==> src/rtl/beep_seq.sv <==
// beep_seq: counted, gated, abortable piezo tone-burst sequencer.
// Latency: start sampled at edge k -> busy high after edge k; first buz rise TONE_HALF cycles later.
// Backpressure: none; start is ignored while a sequence runs, abort cancels at the next edge.
module beep_seq #(
  parameter int TONE_HALF = 20000,
  parameter int ON_CYC    = 5000000,
  parameter int OFF_CYC   = 5000000,
  parameter int DUR_W     = 24
) (
  input  logic       clk,
  input  logic       rst_n,
  input  logic       start,
  input  logic [3:0] beep_num,
  input  logic       long_mode,
  input  logic       abort,
  output logic       buz,
  output logic       busy,
  output logic       done
);

  localparam int TONE_W = (2 * TONE_HALF > 2) ? $clog2(2 * TONE_HALF) : 1;

  typedef enum logic [1:0] {
    S_IDLE = 2'd0,
    S_ON   = 2'd1,
    S_OFF  = 2'd2
  } state_t;

  state_t              state;
  state_t              state_nxt;
  logic [1:0]          rst_sync;
  logic                rst_int_n;
  logic [DUR_W-1:0]    dur;
  logic [DUR_W-1:0]    dur_nxt;
  logic [TONE_W-1:0]   tone;
  logic [TONE_W-1:0]   tone_nxt;
  logic [3:0]          rem;
  logic [3:0]          rem_nxt;
  logic                long_q;
  logic                long_nxt;
  logic                on_last;
  logic                off_last;
  logic                tone_wrap;
  logic                buz_nxt;
  logic                busy_nxt;
  logic                done_nxt;

  // Reset asserts immediately but releases two clock edges after rst_n rises.
  always_ff @(posedge clk or negedge rst_n) begin
    if (!rst_n) rst_sync <= 2'b00;
    else        rst_sync <= {rst_sync[0], 1'b1};
  end

  assign rst_int_n = rst_sync[1];

  // Burst length doubles in long mode; the last cycle of each phase ends it.
  assign on_last   = (dur == (long_q ? DUR_W'(2 * ON_CYC - 1) : DUR_W'(ON_CYC - 1)));
  assign off_last  = (dur == DUR_W'(OFF_CYC - 1));
  assign tone_wrap = (tone == TONE_W'(2 * TONE_HALF - 1));

  // State and datapath registers.
  always_ff @(posedge clk or negedge rst_int_n) begin
    if (!rst_int_n) begin
      state  <= S_IDLE;
      dur    <= '0;
      tone   <= '0;
      rem    <= '0;
      long_q <= 1'b0;
    end else begin
      state  <= state_nxt;
      dur    <= dur_nxt;
      tone   <= tone_nxt;
      rem    <= rem_nxt;
      long_q <= long_nxt;
    end
  end

  // Next state and counter updates; abort always beats start and burst end.
  always_comb begin
    state_nxt = state;
    dur_nxt   = dur;
    tone_nxt  = tone;
    rem_nxt   = rem;
    long_nxt  = long_q;
    case (state)
      S_IDLE: begin
        if (start && !abort && (beep_num != 4'd0)) begin
          state_nxt = S_ON;
          rem_nxt   = beep_num;
          long_nxt  = long_mode;
          dur_nxt   = '0;
          tone_nxt  = '0;
        end
      end
      S_ON: begin
        if (abort || (on_last && (rem == 4'd1))) begin
          state_nxt = S_IDLE;
          dur_nxt   = '0;
          tone_nxt  = '0;
          rem_nxt   = '0;
          long_nxt  = 1'b0;
        end else if (on_last) begin
          state_nxt = S_OFF;
          rem_nxt   = rem - 4'd1;
          dur_nxt   = '0;
          tone_nxt  = '0;
        end else begin
          dur_nxt   = dur + DUR_W'(1);
          tone_nxt  = tone_wrap ? '0 : tone + TONE_W'(1);
        end
      end
      S_OFF: begin
        if (abort) begin
          state_nxt = S_IDLE;
          dur_nxt   = '0;
          tone_nxt  = '0;
          rem_nxt   = '0;
          long_nxt  = 1'b0;
        end else if (off_last) begin
          state_nxt = S_ON;
          dur_nxt   = '0;
          tone_nxt  = '0;
        end else begin
          dur_nxt   = dur + DUR_W'(1);
        end
      end
      default: begin
        state_nxt = S_IDLE;
        dur_nxt   = '0;
        tone_nxt  = '0;
        rem_nxt   = '0;
        long_nxt  = 1'b0;
      end
    endcase
  end

  // Output decode from the upcoming state so the outputs can be registered without lag.
  always_comb begin
    buz_nxt  = (state_nxt == S_ON) && (tone_nxt >= TONE_W'(TONE_HALF));
    busy_nxt = (state_nxt != S_IDLE);
    done_nxt = 1'b0;
    if ((state == S_IDLE) && start && !abort && (beep_num == 4'd0)) done_nxt = 1'b1;
    if ((state == S_ON) && !abort && on_last && (rem == 4'd1))      done_nxt = 1'b1;
  end

  // Registered outputs.
  always_ff @(posedge clk or negedge rst_int_n) begin
    if (!rst_int_n) begin
      buz  <= 1'b0;
      busy <= 1'b0;
      done <= 1'b0;
    end else begin
      buz  <= buz_nxt;
      busy <= busy_nxt;
      done <= done_nxt;
    end
  end

endmodule

==> config.mk <==
export PLATFORM = sky130hd
export DESIGN_NAME = beep_seq
export DESIGN_NICKNAME = d
export VERILOG_FILES = /design/src/rtl/beep_seq.sv
export SDC_FILE = /design/constraint.sdc
export NUM_CORES = 1
export LEC_CHECK = 0
export ABC_AREA = 1
export ABC_CLOCK_PERIOD_IN_PS = 3450
export BUFFER_PORTS_ARGS = -buffer_cell sky130_fd_sc_hd__buf_2
export CORE_ASPECT_RATIO = 1.2
export CORE_UTILIZATION = 45
export DETAILED_ROUTE_END_ITERATION = 8
export SYNTH_ARGS = -nofsm -noshare
export SYNTH_HDL_FRONTEND = slang
export SYNTH_SLANG_ARGS = --single-unit
==> constraint.sdc <==
create_clock -name clk -period 3.45 [get_ports clk]
set_clock_uncertainty 0.1 [all_clocks]
set_input_delay 0.5175 -clock clk [delete_from_list [all_inputs] [get_ports clk]]
set_output_delay 0.5175 -clock clk [all_outputs]
set_load 0.1 [all_outputs]
# Yosys cells after proc, flatten, opt, wreduce, memory -nomap -nowiden

Cells that the tools add are included.

Register bits: 52
Input bits: 9
Output and inout port bits: 3
Logic and storage cells: 73

Add/subtract/negate cells: 3
Order comparisons: 1
Eq/ne operators: 11
Muxes and demuxes: 31
Reduce and logical (&&, ||, !) cells: 18

Operators by type and width:

| kind                  | number |
|---|---|
| $mux 24               | 6 |
| $mux 16               | 6 |
| $pmux 24 s3           | 1 |
| $pmux 16 s3           | 1 |
| $add 24x1->24 const B | 1 |
| $eq 24x23->1 const B  | 1 |
| $eq 24x24->1          | 1 |
| $add 16x1->16 const B | 1 |
| $eq 16x16->1 const B  | 1 |
| $ge 16x15->1 const B  | 1 |
| $mux 4                | 4 |
| $pmux 4 s3            | 1 |
| $logic_and 1x1->1     | 10 |
| $mux 2                | 5 |
| $ne 2x2->1 const B    | 3 |
| $pmux 2 s3            | 1 |
| $reduce_and 3->1      | 2 |
| $mux 1                | 5 |
| $eq 2x1->1 const B    | 2 |
| $eq 4x1->1 const B    | 1 |
| $logic_not 4->1       | 1 |
| $reduce_bool 4->1     | 1 |
| $sub 4x1->4 const B   | 1 |
| $ne 3x3->1 const B    | 1 |
| other kinds (6)       | 6 |

# Logic depth before layout (Yosys ltp)

Gate-level depths: netlist of the first run.

Depth in word-level cells: 8
Depth in mapped cells: 17
Depth with buffers taken out: 17

# Worst setup path before layout of the first run

No wires, ideal clock.

Path kind: register to register
Start point: register dur[1]
End point: register dur[15]
Setup time: 0.124 ns
Arrival time: 1.764 ns
Required time: 3.226 ns
Slack: 1.462 ns
Stages on the path, launching flop included: 15
Path buffers: 0
Period minus slack after synthesis: 1.988 ns
Cell sequence: dfrtp_1 -> ha_1 -> nand2_1 -> nor2_2 -> nand2_1 -> nor2_1 -> nand3_2 -> nand2_2 -> nand2_2 -> nand2_2 -> nand2_2 -> nand2_1 -> nand2_1 -> nor3_1 -> a21oi_1

Word-level cells in the longest chain between the ends: 5
Elaborated cells between the ends (all ways): 10
Classes of those cells: add/sub: 1; eq/ne: 2; mux: 5; reduce/logical: 2

RTL lines:

| element                                                               | RTL line | RTL |
|---|---|---|
| start: declaration                                                    | 33       | `logic [DUR_W-1:0] dur;` |
| start signal: assignment                                              | 71       | `dur <= dur_nxt;` |
| parallel branches: the longest is 4 deep, another holds $add 24x1->24 | --       |  |
| $pmux 24 s3 (*)                                                       | 85       | `case (state)` |

Every way passes the cells marked *.
A chain may end at the register's enable or synchronous reset.

# Worst setup path in the final report of the first run

Start point: register state[1]
End point: register buz

Word-level cells in the longest chain between the ends: 5
Elaborated cells between the ends (all ways): 13
Classes of those cells: order compare: 1; eq/ne: 3; mux: 7; reduce/logical: 2

RTL lines:

| element                                                              | RTL line | RTL |
|---|---|---|
| start: declaration                                                   | 29       | `state_t state;` |
| start signal: assignment                                             | 70       | `state <= state_nxt;` |
| parallel branches: the longest is 4 deep, another holds $ge 16x15->1 | --       |  |
| $logic_and 1x1->1 (*)                                                | 139      | `buz_nxt = (state_nxt == S_ON) && (tone_nxt >= TONE_W'(TONE_HALF));` |
| named net buz_nxt                                                    | 44       | `logic buz_nxt;` |
| end signal: assignment                                               | 153      | `buz <= buz_nxt;` |
| end: declaration                                                     | 16       | `output logic buz,` |

Mark *: on every way through the listed nets, which the timed path passes.

==> results of run 1 <==
cells in the mapped netlist, drive strengths merged, types with 3 or more instances:
library cell	instances	area, sq um
nand2	129	507
nor2	80	315
inv	57	214
dfrtp	52	1300
nand3	40	210
a21oi	25	125
o21ai	21	109
nand4	15	93.8
xor2	12	105
nor3	11	55.1
ha	8	100
clkbuf	4	15.0
mux2	4	45.0
o22ai	4	25.0
buf	3	27.5
clkinv	3	11.3
nand3b	3	22.5
o21a	3	22.5
or2	3	18.8
flip-flops by register name, summed over array words and instances (netlist names):
signal	count
dur	24
tone	16
rem	4
rst_sync	2
state	2
busy	1
buz	1
done	1
long_q	1
metrics by stage:
step,instances,setup WS (ns)
5_1_grt,595,0.760
3_3_place_gp,586,0.946
6_report,595,0.999
4_1_cts,595,0.979
3_5_place_dp,586,0.918
2_1_floorplan,488,1.46
power by group through the flow:
stage	Combinational [mW]	Sequential, mW	Clock, mW
floorplan	0.390	0.765	0
global placement	0.532	0.752	0
detailed placement	0.538	0.753	0
CTS	0.542	0.742	0.381
global route	0.603	0.755	0.400
finish	0.542	0.741	0.371
routing by layer:
metal | wire (um) | track usage
met2 | 4660 | 0.419
met3 | 266 | 0.0282
met4 | 174 | 0.0728
met5 | 0 | 0
met1 | 3620 | 0.288
worst paths after layout:
kind                                   from           to  slack (ns)  cells after the start
worst max-delay path               state[1]          buz         1.0                     13
worst min-delay path            rst_sync[0]  rst_sync[1]        0.25                      0
worst max register to register     state[1]          buz         1.0                     13
worst min register to register  rst_sync[0]  rst_sync[1]        0.25                      0
max in group asynchronous       rst_sync[1]      dur[15]        2.16                      0
min in group asynchronous       rst_sync[1]      tone[0]        0.40                      0
worst register-to-register path: stages (launching register included):
cell and delay [ns]:
sky130_fd_sc_hd__dfrtp_1 0.43, sky130_fd_sc_hd__inv_1 0.10, sky130_fd_sc_hd__ha_1 0.25, sky130_fd_sc_hd__nand2_1 0.45, sky130_fd_sc_hd__nand2_4 0.25, sky130_fd_sc_hd__nand2_1 0.11
sky130_fd_sc_hd__nand2_1 0.05, sky130_fd_sc_hd__nand2_1 0.09, sky130_fd_sc_hd__nand2_2 0.09, sky130_fd_sc_hd__nor2_2 0.14, sky130_fd_sc_hd__nand2_1 0.07, sky130_fd_sc_hd__nor2_1 0.08
sky130_fd_sc_hd__nor2_1 0.04, sky130_fd_sc_hd__nor2_1 0.12
cell type report:
class,count,area share
multi-input cells,369,0.502
flip-flops and latches,52,0.355
inverters,60,0.0614
well taps,90,0.0307
repair buffers,16,0.0259
clock buffers,8,0.0246
logic make-up (layout without fill, tap and decap cells):
logic type / count (synthesis) / in the layout / share of synthesized area
xor+xnor: 14 / 14 / 0.0360
compound gates: 57 / 57 / 0.0925
flops: 52 / 52 / 0.382
simple gates: 285 / 285 / 0.368
mux: 4 / 4 / 0.0132
fa+ha+maj: 8 / 8 / 0.0294
buf+inv: 67 / 84 / 0.0785
other cells: 1 / 1 / 0.00110
repair_timing:
action,in CTS,in global routing
setup buffers,0,0
hold endpoints to repair,2,0
hold buffers,1,0
==> impl_metrics.prom, run 1 <==
# TYPE chip_impl_metric gauge
chip_impl_metric{name="design_power_total",unit="mW"} 1.65
chip_impl_metric{name="clock-sinks",unit=""} 52
chip_impl_metric{name="worstPathArrival",unit="ns"} 2.58
chip_impl_metric{name="synthArstFlopShare",unit=""} 1.00
chip_impl_metric{name="synthesis.nets",unit=""} 505
chip_impl_metric{name="io_buffers",unit=""} 11
chip_impl_metric{name="area_delta_synth_final",unit="%"} 7.52
chip_impl_metric{name="postcts_resize_cnt",unit=""} 0
chip_impl_metric{name="total_standard_cell_area_after_synthesis",unit="sq um"} 3410
chip_impl_info{name="layout_common_cells",value="sky130_fd_sc_hd__nand2_1, sky130_fd_sc_hd__nor2_1, sky130_fd_sc_hd__inv_1"} 1
chip_impl_metric{name="power.share.clock",unit=""} 0.225
chip_impl_metric{name="finalSetupViolations",unit=""} 0
chip_impl_info{name="mostFrequentLayoutCell",value="sky130_fd_sc_hd__nand2_1"} 1
chip_impl_info{name="timing_worst_setup_path_type",value="register to register"} 1
chip_impl_metric{name="cp_max_fo",unit=""} 17
chip_impl_info{name="status",value="complete, no violations"} 1
chip_impl_metric{name="grt_first_pass_wirelength",unit="um"} 14400
chip_impl_info{name="cpLargestDelayFamily",value="simple AND/OR/NAND/NOR gates"} 1
chip_impl_metric{name="worst_ir_drop_vdd",unit="uV"} 203
chip_impl_metric{name="detailedRoute.firstPassIterationCount",unit=""} 4
chip_impl_info{name="critical-path-top-cell-by-count",value="sky130_fd_sc_hd__nand2_1"} 1
chip_impl_metric{name="grt_antenna_before_repair",unit=""} 0
chip_impl_metric{name="syn-mean-instance-area",unit="sq um"} 6.99
chip_impl_info{name="worstPathCellList",value="inv_1, ha_1, nand2_1, nand2_4, nand2_1, nand2_1, nand2_1, nand2_2, nor2_2, nand2_1, nor2_1, nor2_1, nor2_1"} 1
chip_impl_metric{name="slew-limit-headroom",unit=""} 0.256
chip_impl_metric{name="clk_pin_slew",unit="ns"} 0.10
chip_impl_metric{name="power.internal",unit="mW"} 1.01
chip_impl_metric{name="synthDistinctLibCells",unit=""} 36
chip_impl_metric{name="maxCapViolations",unit=""} 0
chip_impl_info{name="postSynth.topFlopCell",value="sky130_fd_sc_hd__dfrtp_1"} 1
chip_impl_metric{name="total_switching_power",unit="mW"} 0.644
chip_impl_metric{name="boundaryPins",unit=""} 12
chip_impl_metric{name="critical_path.n_buffers_inverters",unit=""} 1
chip_impl_info{name="sort_of_element_at_the_start_of_the_critical_path",value="register"} 1
chip_impl_metric{name="synth_enable_flop_cells",unit=""} 0
chip_impl_info{name="worst_hold_path_type",value="register to register"} 1
chip_impl_metric{name="clock_path_buffers",unit=""} 2
chip_impl_metric{name="required",unit="ns"} 3.58
chip_impl_metric{name="static-leakage-power",unit="nW"} 1.68
chip_impl_metric{name="first_global_vias",unit=""} 3037
chip_impl_metric{name="maximum_number_of_pins_on_one_net_before_global_route_repair",unit=""} 51
chip_impl_info{name="tritoncts",value="done"} 1
chip_impl_metric{name="filler_cell_count",unit=""} 734
chip_impl_info{name="grt_setup_unrepaired",value="no"} 1
chip_impl_metric{name="die_ar",unit="sq um"} 7930
chip_impl_metric{name="timing.fmax",unit="GHz"} 0.408
chip_impl_metric{name="routedWlPerCell",unit="um"} 14.7
chip_impl_metric{name="multi_input_area",unit="sq um"} 1840
chip_impl_metric{name="layout.nets",unit=""} 521
chip_impl_metric{name="seqCellArea",unit="sq um"} 1300
chip_impl_metric{name="synth.yosys.seq_area_share",unit=""} 0.382
chip_impl_metric{name="grt-ovfl-total",unit=""} 0
chip_impl_metric{name="finalMaxSlewViolations",unit=""} 0
chip_impl_metric{name="postSynthRegisterBits",unit=""} 52
chip_impl_metric{name="yosys_warnings",unit=""} 0
chip_impl_metric{name="place.gp.congestion",unit=""} 0.913
chip_impl_metric{name="final_clock_period_utilization_by_the_worst_path",unit=""} 0.710
chip_impl_metric{name="initial_core_utilization",unit=""} 0.469
chip_impl_metric{name="cts.htree.levels",unit=""} 2
chip_impl_metric{name="drive_gt1_frac",unit=""} 0.101
chip_impl_metric{name="detail_route.wirelength",unit="um"} 8720
chip_impl_metric{name="fp-row-count",unit=""} 34
chip_impl_metric{name="switching_share",unit=""} 0.390
chip_impl_metric{name="fp.dieH",unit="um"} 97.4
chip_impl_metric{name="final_count_of_hold_timing_violations",unit=""} 0
chip_impl_metric{name="dr_total_vias",unit=""} 3232
chip_impl_metric{name="highest_cell_delay_on_the_worst_timing_path",unit="ns"} 0.45
chip_impl_metric{name="finish.instance_area",unit="sq um"} 3670
chip_impl_metric{name="power_density",unit="nW/um^2"} 451
chip_impl_metric{name="power_frac_comb",unit=""} 0.328
chip_impl_metric{name="grtUsageTotal",unit=""} 0.236
chip_impl_metric{name="min_tclk_post_route",unit="ns"} 2.45
chip_impl_metric{name="post_drt_via_cell_ratio",unit=""} 5.43
chip_impl_metric{name="finish.utilization",unit=""} 0.504
chip_impl_metric{name="hold_ws",unit="ns"} 0.254
chip_impl_info{name="cts.root.buffer_cell",value="sky130_fd_sc_hd__clkbuf_8"} 1
chip_impl_metric{name="post-dp-hpwl",unit="um"} 6510
chip_impl_info{name="critical_path.slowest_cell",value="sky130_fd_sc_hd__nand2_1"} 1
chip_impl_metric{name="first_iter_violations",unit=""} 136
chip_impl_metric{name="drc",unit=""} 0
chip_impl_metric{name="pwr-share-seq",unit=""} 0.448
chip_impl_metric{name="die_width",unit="um"} 81.5
chip_impl_metric{name="floorplan.core_area",unit="sq um"} 7270
chip_impl_metric{name="postPlaceCellArea",unit="sq um"} 3570
chip_impl_metric{name="setup_total_negative_slack",unit="ns"} 0
chip_impl_metric{name="synth_cells",unit=""} 488
chip_impl_metric{name="insertion_delay",unit="ns"} 0.31
chip_impl_metric{name="actual_slew_at_the_worst_max_slew_pin",unit="ns"} 1.12
chip_impl_metric{name="antenna_cells_inserted",unit=""} 0
chip_impl_metric{name="cts-buffers-inserted",unit=""} 5
chip_impl_info{name="critPathCaptureType",value="register"} 1
chip_impl_metric{name="route.antenna.remaining_nets",unit=""} 0
Power figures use the tool's default switching activity.
==> run 2, diff against run 1 <==
--- a/config.mk
+++ b/config.mk
@@ -5,8 +5,8 @@
 export SDC_FILE = /design/constraint.sdc
 export NUM_CORES = 1
 export LEC_CHECK = 0
-export ABC_AREA = 1
-export ABC_CLOCK_PERIOD_IN_PS = 3450
+export ABC_AREA = 0
+export ABC_CLOCK_PERIOD_IN_PS = 2400
 export BUFFER_PORTS_ARGS = -buffer_cell sky130_fd_sc_hd__buf_2
 export CORE_ASPECT_RATIO = 1.2
 export CORE_UTILIZATION = 45
==> constraint.sdc (replaced) <==
create_clock -name clk -period 2.4 [get_ports clk]
set_clock_uncertainty 0.1 [all_clocks]
set_input_delay 0.36 -clock clk [delete_from_list [all_inputs] [get_ports clk]]
set_output_delay 0.36 -clock clk [all_outputs]
set_load 0.1 [all_outputs]
==> run 2 against run 1 <==
  * Cell area up 12%
  * Largest cell class unchanged
  * Die area is 8.5% lower
  * The run now ends with negative setup slack left
  * Sequential share of layout area is 3.7 points lower
  * Flip-flop and latch count stayed put
  * Hold slack worse by 0.20 ns
  * Worst setup slack lost 1.2 ns
  * Critical path depth is 4 lower
==> impl_metrics.prom, run 2 <==
# TYPE chip_impl_metric gauge
chip_impl_info{name="status",value="finished, violations left"} 1
chip_impl_info{name="failed_checks",value="negative setup slack"} 1
chip_impl_metric{name="yosys_warnings",unit=""} 0
chip_impl_metric{name="worstPathArrival",unit="ns"} 2.67
chip_impl_metric{name="grt_antenna_before_repair",unit=""} 0
chip_impl_metric{name="layout.nets",unit=""} 471
chip_impl_info{name="layout_common_cells",value="sky130_fd_sc_hd__buf_4, sky130_fd_sc_hd__dfrtp_1, sky130_fd_sc_hd__nor2_1"} 1
chip_impl_metric{name="boundaryPins",unit=""} 12
chip_impl_metric{name="cp_max_fo",unit=""} 12
chip_impl_metric{name="die_ar",unit="sq um"} 7260
chip_impl_metric{name="detail_route.wirelength",unit="um"} 8170
chip_impl_metric{name="route.antenna.remaining_nets",unit=""} 0
chip_impl_info{name="post-synth-top-count-cell",value="sky130_fd_sc_hd__dfrtp_1"} 1
chip_impl_metric{name="dr_total_vias",unit=""} 3076
chip_impl_info{name="tritoncts",value="done"} 1
chip_impl_metric{name="floorplan.core_area",unit="sq um"} 6570
chip_impl_metric{name="preCtsSetupSlack",unit="ns"} -0.149
chip_impl_metric{name="drc",unit=""} 0
chip_impl_metric{name="slew-limit-headroom",unit=""} 0.670
chip_impl_metric{name="finish.utilization",unit=""} 0.623
chip_impl_metric{name="reg2reg_setup_slack",unit="ns"} -0.18
chip_impl_metric{name="synthDistinctLibCells",unit=""} 59
chip_impl_metric{name="grtUsageTotal",unit=""} 0.238
chip_impl_metric{name="route.met2.wl",unit="um"} 4200
chip_impl_info{name="cells_taking_the_most_area_after_synthesis",value="sky130_fd_sc_hd__dfrtp_1, sky130_fd_sc_hd__nor2_1, sky130_fd_sc_hd__a21oi_1"} 1
chip_impl_info{name="top_register",value="dur"} 1
chip_impl_metric{name="clk_pin_slew",unit="ns"} 0.10
chip_impl_metric{name="largest_register_ff_count",unit=""} 24
chip_impl_info{name="r2r_path_start",value="dur[20]"} 1
chip_impl_metric{name="design_power_total",unit="mW"} 2.69
chip_impl_metric{name="met3WireLength",unit="um"} 351
chip_impl_metric{name="fp-row-count",unit=""} 32
chip_impl_metric{name="finalSetupViolations",unit=""} 3
chip_impl_metric{name="fp.dieH",unit="um"} 93.1
chip_impl_metric{name="maxCapViolations",unit=""} 0
chip_impl_metric{name="area_delta_synth_final",unit="%"} 31.5
chip_impl_metric{name="cts-buffers-inserted",unit=""} 5
chip_impl_metric{name="highest_cell_delay_on_the_worst_timing_path",unit="ns"} 0.40
chip_impl_metric{name="clock_path_buffers",unit=""} 2
chip_impl_metric{name="maximum_number_of_pins_on_one_net_before_global_route_repair",unit=""} 21
chip_impl_info{name="mostFrequentLayoutCell",value="sky130_fd_sc_hd__buf_4"} 1
chip_impl_info{name="postSynth.topFlopCell",value="sky130_fd_sc_hd__dfrtp_1"} 1
chip_impl_info{name="critical_path.slowest_cell",value="sky130_fd_sc_hd__dfrtp_1"} 1
chip_impl_metric{name="drive_gt1_frac",unit=""} 0.286
chip_impl_metric{name="first_global_vias",unit=""} 2987
chip_impl_metric{name="synthesis.nets",unit=""} 380
chip_impl_metric{name="timing.final.ws_setup",unit="ns"} -0.176
chip_impl_info{name="startpoint",value="dur[20]"} 1
chip_impl_metric{name="final_clock_period_utilization_by_the_worst_path",unit=""} 1.07
chip_impl_metric{name="routedWlPerCell",unit="um"} 15.1
chip_impl_metric{name="min_tclk_post_route",unit="ns"} 2.58
chip_impl_metric{name="worst_ir_drop_vdd",unit="uV"} 380
chip_impl_metric{name="initial_core_utilization",unit=""} 0.474
chip_impl_metric{name="synth_top_cell_area_share",unit=""} 0.418
chip_impl_info{name="cts.root.buffer_cell",value="sky130_fd_sc_hd__clkbuf_8"} 1
chip_impl_metric{name="insertion_delay",unit="ns"} 0.31
chip_impl_metric{name="power_density",unit="nW/um^2"} 657
chip_impl_metric{name="grt-ovfl-total",unit=""} 0
chip_impl_metric{name="synth_cells",unit=""} 363
chip_impl_metric{name="finish.instance_area",unit="sq um"} 4090
chip_impl_metric{name="hold_ws",unit="ns"} 0.0558
chip_impl_metric{name="die_width",unit="um"} 77.9
chip_impl_metric{name="finalMaxSlewViolations",unit=""} 0
chip_impl_info{name="grt_setup_unrepaired",value="yes"} 1
chip_impl_metric{name="first_iter_violations",unit=""} 141
chip_impl_info{name="yosys.area.top_type",value="sky130_fd_sc_hd__dfrtp_1"} 1
chip_impl_metric{name="required",unit="ns"} 2.49
chip_impl_info{name="rr_endpoint",value="buz"} 1
chip_impl_info{name="critPathCaptureType",value="register"} 1
chip_impl_metric{name="antenna_cells_inserted",unit=""} 0
chip_impl_info{name="worst_hold_path_type",value="register to async pin"} 1
chip_impl_metric{name="cts.htree.levels",unit=""} 2
chip_impl_metric{name="clock-sinks",unit=""} 52
chip_impl_metric{name="post-dp-hpwl",unit="um"} 5880
chip_impl_info{name="sort_of_element_at_the_start_of_the_critical_path",value="register"} 1
chip_impl_metric{name="synth_enable_flop_cells",unit=""} 0
chip_impl_metric{name="synthArstFlopShare",unit=""} 1.00
chip_impl_metric{name="static-leakage-power",unit="nW"} 1.87
chip_impl_metric{name="place.gp.congestion",unit=""} 0.914
chip_impl_metric{name="io_buffers",unit=""} 11
chip_impl_metric{name="syn-mean-instance-area",unit="sq um"} 8.58
chip_impl_metric{name="post_drt_via_cell_ratio",unit=""} 5.70
chip_impl_metric{name="filler_cell_count",unit=""} 576
chip_impl_metric{name="total_standard_cell_area_after_synthesis",unit="sq um"} 3110
chip_impl_metric{name="actual_slew_at_the_worst_max_slew_pin",unit="ns"} 0.491
chip_impl_info{name="timing_worst_setup_path_type",value="register to register"} 1
chip_impl_metric{name="postSynthRegisterBits",unit=""} 52
chip_impl_metric{name="detailedRoute.firstPassIterationCount",unit=""} 5
chip_impl_metric{name="grt_first_pass_wirelength",unit="um"} 13700
chip_impl_metric{name="timing.fmax",unit="GHz"} 0.388
chip_impl_metric{name="synth.yosys.seq_area_share",unit=""} 0.418
chip_impl_info{name="top_layer",value="met4"} 1
chip_impl_metric{name="postPlaceCellArea",unit="sq um"} 3830
chip_impl_metric{name="route.layer.met1.wl",unit="um"} 3540
chip_impl_metric{name="final_count_of_hold_timing_violations",unit=""} 0
chip_impl_info{name="synthTopCellsByCount",value="sky130_fd_sc_hd__dfrtp_1, sky130_fd_sc_hd__nor2_1, sky130_fd_sc_hd__a21oi_1, sky130_fd_sc_hd__nand2_1, sky130_fd_sc_hd__o21ai_0"} 1
chip_impl_info{name="layout_top_registers",value="dur (24), tone (16), rem (4)"} 1
chip_impl_metric{name="ff2ff_path_depth",unit=""} 9
chip_impl_info{name="worstPathCellList",value="nor4bb_1, nand4b_1, a2111oi_4, buf_6, nor2_1, o31ai_2, a311oi_1, o31ai_1, a21oi_1"} 1
-- run 2: cell count changes after synthesis, moves of 8 or more --
cell	delta
sky130_fd_sc_hd__a21oi_1	+8
sky130_fd_sc_hd__and3_1	+10
sky130_fd_sc_hd__inv_1	-41
sky130_fd_sc_hd__nand2_1	-90
sky130_fd_sc_hd__nand3_1	-22
sky130_fd_sc_hd__nor2_1	-29
sky130_fd_sc_hd__or3_1	+10
-- run 2: metrics by stage --
step / TNS [ns] / instances
finish: -0.251 / 540
global placement: -0.492 / 528
CTS: -0.478 / 537
global route: -3.14 / 540
floorplan: -0.0777 / 363
detailed placement: -0.849 / 528
-- run 2: worst max-delay path by stage --
stage,to,cells after the start
CTS,buz,9
detailed placement,buz,9
global route,buz,9
floorplan,buz,9
finish,buz,9
global placement,buz,9
-- run 2: kinds of logic (layout without fill, tap and decap cells) --
group           Yosys count  count (layout)  share of synthesized area
buf+inv                  24             116                     0.0326
other cells               1               1                    0.00120
fa+ha+maj                 8               8                     0.0322
flops                    52              52                      0.418
mux                       1               1                    0.00322
compound gates           93              93                      0.188
simple gates            174             174                      0.297
xor+xnor                 10              10                     0.0281
-- run 2: cell type report --
| class | count | area (sq um) | share of cell area |
|---|---|---|---|
| Clock buffer | 6 | 82.6 | 0.0202 |
| Clock inverter | 2 | 38.8 | 0.00947 |
| Inverter | 11 | 41.3 | 0.0101 |
| Multi-Input combinational cell | 287 | 1800 | 0.441 |
| Sequential cell | 52 | 1300 | 0.318 |
| Tap cell | 85 | 106 | 0.0260 |
| Timing Repair Buffer | 97 | 718 | 0.175 |
-- run 2: where the power goes --
| group | leakage (nW) | switching, mW | internal [mW] |
|---|---|---|---|
| Combinational | 1.10 | 0.615 | 0.413 |
| Clock | 0.0614 | 0.303 | 0.342 |
| Sequential | 0.707 | 0.0617 | 0.957 |
-- run 2: timing repair --
| action | 4_1_cts | 5_1_grt |
|---|---|---|
| hold buffers | 1 | 0 |
| setup buffers | 0 | 3 |
| setup endpoints to repair | 30 | 38 |
| pin swaps | 1 | 0 |
| resized for setup | 4 | 33 |
| hold endpoints to repair | 2 | 0 |
-- run 2: critical path: cells and delay by family (launching register included) --
kind | cells | cell delay [ns]
compound gates | 5 | 1.19
simple gates | 3 | 0.55
flops | 1 | 0.40
buf+inv | 1 | 0.19
-- run 2: routing by layer --
layer,up-vias,GRT usage
li1,1503,-
met1,1484,0.300
met2,82,0.423
met3,7,0.0302
met4,0,0.0741
met5,-,0
